## src/rtl/tetris_pkg.sv

```systemverilog
// Shared types for the playfield logic.
package tetris_pkg;

  typedef enum logic [2:0] {
    eIDLE,
    eREAD,
    eEVAL,
    eFILL,
    eDONE
  } line_clear_state_e;

endpackage

```

## src/rtl/line_clear_executor.sv

```systemverilog
// Removes full lines from a playfield memory: scans bottom-up, compacts the surviving
// lines downward, then zero-fills the vacated lines at the top.
module line_clear_executor
  import tetris_pkg::*;
#(
  parameter int unsigned word_width_p = 10,
  parameter int unsigned size_p       = 20
) (
  input  logic                          clk_i,
  input  logic                          reset_n_i,
  input  logic                          start_i,
  output logic                          ready_o,
  output logic                          done_o,
  output logic [$clog2(size_p+1)-1:0]   lines_cleared_o,
  output logic [$clog2(size_p)-1:0]     read_line_addr_o,
  output logic                          v_r_o,
  input  logic [word_width_p-1:0]       read_line_data_i,
  output logic [$clog2(size_p)-1:0]     write_addr_o,
  output logic [word_width_p-1:0]       write_data_o,
  output logic                          v_w_o,
  input  logic                          mem_ready_i
);

  localparam int unsigned AddrW = $clog2(size_p);
  localparam int unsigned CntW  = $clog2(size_p + 1);
  localparam logic [AddrW-1:0] LastLine = AddrW'(size_p - 1);

  line_clear_state_e state_q, state_d;
  logic [AddrW-1:0]        rd_ptr_q, rd_ptr_d, wr_ptr_q, wr_ptr_d;
  logic [CntW-1:0]         count_q, count_d, lines_cleared_q, lines_cleared_d;
  logic [word_width_p-1:0] line_q, cur_line;
  logic                    eval_first_q;
  logic                    line_full;
  logic                    advance;

  // Read data is only guaranteed on the first eEVAL cycle; a write stall replays the copy.
  assign cur_line        = eval_first_q ? read_line_data_i : line_q;
  assign line_full       = &cur_line;
  assign lines_cleared_o = lines_cleared_q;

  always_comb begin
    state_d          = state_q;
    rd_ptr_d         = rd_ptr_q;
    wr_ptr_d         = wr_ptr_q;
    count_d          = count_q;
    lines_cleared_d  = lines_cleared_q;
    advance          = 1'b1;
    ready_o          = 1'b0;
    done_o           = 1'b0;
    v_r_o            = 1'b0;
    v_w_o            = 1'b0;
    read_line_addr_o = rd_ptr_q;
    write_addr_o     = wr_ptr_q;
    write_data_o     = '0;

    unique case (state_q)
      eIDLE: begin
        ready_o = 1'b1;
        if (start_i) begin
          rd_ptr_d = LastLine;
          wr_ptr_d = LastLine;
          count_d  = '0;
          state_d  = eREAD;
        end
      end
      eREAD: begin
        if (mem_ready_i) begin
          v_r_o   = 1'b1;
          state_d = eEVAL;
        end
      end
      eEVAL: begin
        if (line_full) begin
          count_d = count_q + 1'b1;
        end else begin
          if (wr_ptr_q != rd_ptr_q) begin
            write_data_o = cur_line;
            if (mem_ready_i) v_w_o = 1'b1;
            else             advance = 1'b0;
          end
          // Saturate at 0: only reached with nothing cleared, where eFILL is skipped.
          if (advance && wr_ptr_q != '0) wr_ptr_d = wr_ptr_q - 1'b1;
        end
        if (advance) begin
          if (rd_ptr_q == '0) begin
            if (count_d == '0) begin
              lines_cleared_d = count_d;
              state_d         = eDONE;
            end else begin
              state_d = eFILL;
            end
          end else begin
            rd_ptr_d = rd_ptr_q - 1'b1;
            state_d  = eREAD;
          end
        end
      end
      eFILL: begin
        if (mem_ready_i) begin
          v_w_o = 1'b1;
          if (wr_ptr_q == '0) begin
            lines_cleared_d = count_q;
            state_d         = eDONE;
          end else begin
            wr_ptr_d = wr_ptr_q - 1'b1;
          end
        end
      end
      eDONE: begin
        done_o  = 1'b1;
        state_d = eIDLE;
      end
      default: state_d = eIDLE;
    endcase
  end

  // The result register is loaded on entry to eDONE so it is valid alongside done_o.
  always_ff @(posedge clk_i or negedge reset_n_i) begin
    if (!reset_n_i) begin
      state_q         <= eIDLE;
      rd_ptr_q        <= '0;
      wr_ptr_q        <= '0;
      count_q         <= '0;
      lines_cleared_q <= '0;
      line_q          <= '0;
      eval_first_q    <= 1'b0;
    end else begin
      state_q         <= state_d;
      rd_ptr_q        <= rd_ptr_d;
      wr_ptr_q        <= wr_ptr_d;
      count_q         <= count_d;
      lines_cleared_q <= lines_cleared_d;
      eval_first_q    <= (state_q == eREAD) && mem_ready_i;
      if (state_q == eEVAL) line_q <= cur_line;
    end
  end

endmodule

```

## config.mk

```make
export PLATFORM = sky130hd
export DESIGN_NAME = line_clear_executor
export DESIGN_NICKNAME = d
export VERILOG_FILES = /design/src/rtl/tetris_pkg.sv /design/src/rtl/line_clear_executor.sv
export SDC_FILE = /design/constraint.sdc
export NUM_CORES = 1
export LEC_CHECK = 0
export BUFFER_PORTS_ARGS = -buffer_cell sky130_fd_sc_hd__buf_2
export CORE_MARGIN = 4
export CORE_UTILIZATION = 59
export DETAILED_ROUTE_END_ITERATION = 8
export PLACE_DENSITY = 0.85
export SYNTH_ARGS = -nofsm -noshare
export SYNTH_HDL_FRONTEND = slang
export SYNTH_SLANG_ARGS = --single-unit
```

## constraint.sdc

```tcl
create_clock -name clk_i -period 3.8 [get_ports clk_i]
set_input_delay 0.57 -clock clk_i [delete_from_list [all_inputs] [get_ports clk_i]]
set_output_delay 0.57 -clock clk_i [all_outputs]
set_load 0.03 [all_outputs]
```

==> summary.md <==
| Metric | Value |
|---|---|
| Standard-cell row count | 21 |
| Initial DRC count | 95 |
| Max Clock Freq | 302 MHz |
| CTS Buf Count | 5 |
| Die height | 67.7 µm |
| Max incr delay on CP | 0.74 ns |
| Area grow syn2layout | 12.9% |
| WP data arrival | roughly 2.7 ns |
| Final net count | ~280 |
| Max clock buf depth | 2 |
| Sequential cell area | ~850 µm² |
| Cts repair resizes | 0 |
| Syn avg cell area | between 9 and 10 µm² |
| CP max FO | 15 |
| Worst relative slew slack | 32.2% |
| Largest net degree at the start of global routing | 35 |
| First-pass GRT wire length | 8030 µm |
| Crit path cell chain | and4b_1, nand4_1, a22o_2, o211ai_1, a21boi_0, buf_2 |
| Synth cell types | just under 60 |
| Min-Delay Path Class | in -> async |
| Reg2reg path depth | 6 |
| Yosys warns | 0 |
| GRT overflow | 0 |
| # Max-Cap Violations | 0 |
| Period minus WS final | about 3.3 ns |
| CTS tree | done |
| Multi-input gate area | roughly 1200 µm² |
| R2R Path End | state_q[0] |
| Syn_nets | between 200 and 250 |
| Worst r2r src | eval_first_q |
| Clk Latency, worst-skew pair | 0.34 ns |
| Critical Path Start Type | register |
| IO Port Bufs | 42 |
| Pwr per Cell Area | ~690 nW/µm² |
| Worst-Margin Slew | 1.01 ns |
| Die width | between 60 and 70 µm |
| TritonRoute pass-1 iters | 4 |
| Crit path launch | eval_first_q |
| Asr flop ratio synth | 100% |
| Crit path depth | 6 |
| Final Cycle Share | 87.0% |
| DR WL/cell | about 16 µm |
| Die area | between 4000 and 5000 µm² |
| Via-to-Cell Ratio | around 6 |
| Fin. Hold Viols | 0 |
| Final setup fails | 0 |
| Worst setup EP type | output port |
| Crit path to | v_w_o |
| Core ar. | ~3400 µm² |
| Buf/Inv on CP | 1 |
| Initial antenna violation count | 0 |
| Top delay family on crit path | compound AO/OA/AOI/OAI gates |
| Post-Syn Area | approximately 2100 µm² |
| Fill cell count | approximately 260 |
| Post-Route Setup TNS | 0 ns |
| GPL Wtd Cong | 0.863 |
| WP data required | 3.23 ns |
| # diodes | 0 |
| Slowest CP cell | dfrtp_1 |
| Maximum VDD drop | slightly above 500 µV |
| ANT nets after route | 0 |
| Drt total wl | around 4800 µm |
| Number of synthesized register bits | 34 |
| P_leak | approximately 1.1 nW |
| Cell count after synthesis | between 200 and 250 |
| Register area share after synthesis | between 40% and 50% |
| Layout cells sized above 1 | a little over a quarter |
| Number of flops mapped to enable cells by yosys | 0 |
| Ys flop type | dfrtp_1 |
| GR Util All Layers | 23.2% |
| Root Buffer | clkbuf_4 |
| Status | finished clean |
| Reg clk slew, reported paths | 0.09 ns |
| Layout Skew | 0.00676 ns |
| Pins Over Slew Limit | 0 |
| CTS Hold Bufs | 0 |
| RSZ-0062 raised after global routing | false |
| Clock sink total | 34 |
| Initial core utilization | 62.0% |
| # IOs | 43 |
| Final Core Density | 70.0% |
| DP HPWL | 3500 µm |
| Reg2reg setup slack | 1.38 ns |
| Postcts setup bufs | 0 |
| Post-route DRC | 0 |
| Vias in the first global route | approximately 1700 |
| Routed via count | 1846 |
| H-tree levels | 2 |
| Crit Path Category | reg -> out |
[per-layer routing]
layer | vias up | global-route usage, % | wire (µm)
li1 | 888 | - | -
met1 | 893 | 30.9 | 2150
met2 | 57 | 37.2 | 2220
met3 | 8 | 5.49 | 333
met4 | 0 | 7.09 | 65
met5 | - | 0 | 0
[kinds of logic after synthesis]
| kind of cell | after synthesis | synth area share [%] |
|---|---|---|
| AND/OR/NAND/NOR | 73 | 18.7 |
| AO/OA/AOI/OAI | 55 | 19.7 |
| flip-flops | 34 | 40.5 |
| buffers and inverters | 22 | 4.35 |
| multiplexers | 21 | 10.9 |
| XOR/XNOR | 7 | 2.92 |
| adder cells (fa/ha/maj) | 5 | 2.98 |
[cell type report]
type	instances	area share (%)
multi-input combinational	161	48.9
sequential	34	35.9
timing repair buffer	42	8.87
tap	46	2.43
inverter	13	2.06
clock buffer	7	1.90
[through the flow]
step | cell area [µm²] | setup WS (ns) | hold WS, ns | std cells | power [mW]
2_1_floorplan | 2100 | 1.23 | 0.274 | 217 | 1.24
4_1_cts | 2370 | 0.513 | 0.314 | 303 | 1.63
3_5_place_dp | 2330 | 0.905 | 0.488 | 296 | 1.44
3_3_place_gp | 2330 | 1.01 | 0.482 | 296 | 1.42
5_1_grt | 2370 | 0.350 | 0.347 | 303 | 1.74
6_report | 2370 | 0.494 | 0.291 | 303 | 1.63
[layout by cell type (no fill, tap or decap), types with 5 or more instances in the layout]
cell	n
a21oi_1	11
buf_2	42
clkbuf_4	5
dfrtp_1	34
ha_1	5
inv_1	11
mux2_2	11
mux2i_1	9
nand2_1	9
nand3_1	7
nand4_1	6
nor2_1	22
nor3_1	6
o21ai_0	7
xnor2_1	6
[how the worst min path moves through the flow]
| stage | depth (start not counted) | to | start |
|---|---|---|---|
| after detailed placement | 1 | lines_cleared_o[3] | lines_cleared_o[3] |
| after floorplan | 0 | count_q[0] | reset_n_i |
| after global routing | 1 | write_addr_o[4] | reset_n_i |
| after CTS | 1 | count_q[0] | reset_n_i |
| after global placement | 1 | line_q[0] | line_q[0] |
| final | 1 | write_addr_o[4] | reset_n_i |
[Yosys cell counts, types with 2 or more instances]
master     n  share of area [%]
nor3_1     6                1.4
nor4b_1    2               0.83
o21ai_0    7                1.7
nand2_1    9                1.6
xnor2_1    6                2.5
inv_1     11                2.0
a21boi_0   2               0.71
mux2i_1    9                4.3
inv_2      2               0.36
nand3b_1   2               0.71
o31a_1     2               0.83
and2_1     2               0.60
nand2b_1   2               0.60
clkbuf_1   6                1.1
a31o_1     2               0.83
nand3_1    7                1.7
a21oi_1   11                2.6
nand4_1    6                1.8
o22ai_1    2               0.60
or3_1      4                1.2
o211ai_1   2               0.71
or4_1      2               0.71
o31ai_1    3                1.1
mux2_2    11                5.9
nor2_1    22                3.9
ha_1       5                3.0
a22o_1     4                1.7
dfrtp_1   34                 41
a31oi_1    4                1.2
[worst register-to-register path, stage by stage, from the launching register on]
cell and delay (ns):
dfrtp_1 0.62, and4b_1 0.37, nand4_1 0.17, a22o_2 0.33, o211ai_1 0.47, o32ai_1 0.22
o21ai_1 0.17
[registers in the layout, summed over array words and instances (netlist names)]
signal and count:
count_q 5, write_addr_o 5, state_q 3, eval_first_q 1
read_line_addr_o 5, line_q 10, lines_cleared_o 5
[power by group]
part           total [mW]  switching (mW)  internal (mW)  leakage [nW]
Combinational       0.821           0.515          0.306         0.627
Sequential          0.621           0.159          0.462         0.426
Clock               0.185           0.115         0.0697        0.0254
(Power assumes the default switching activity.)
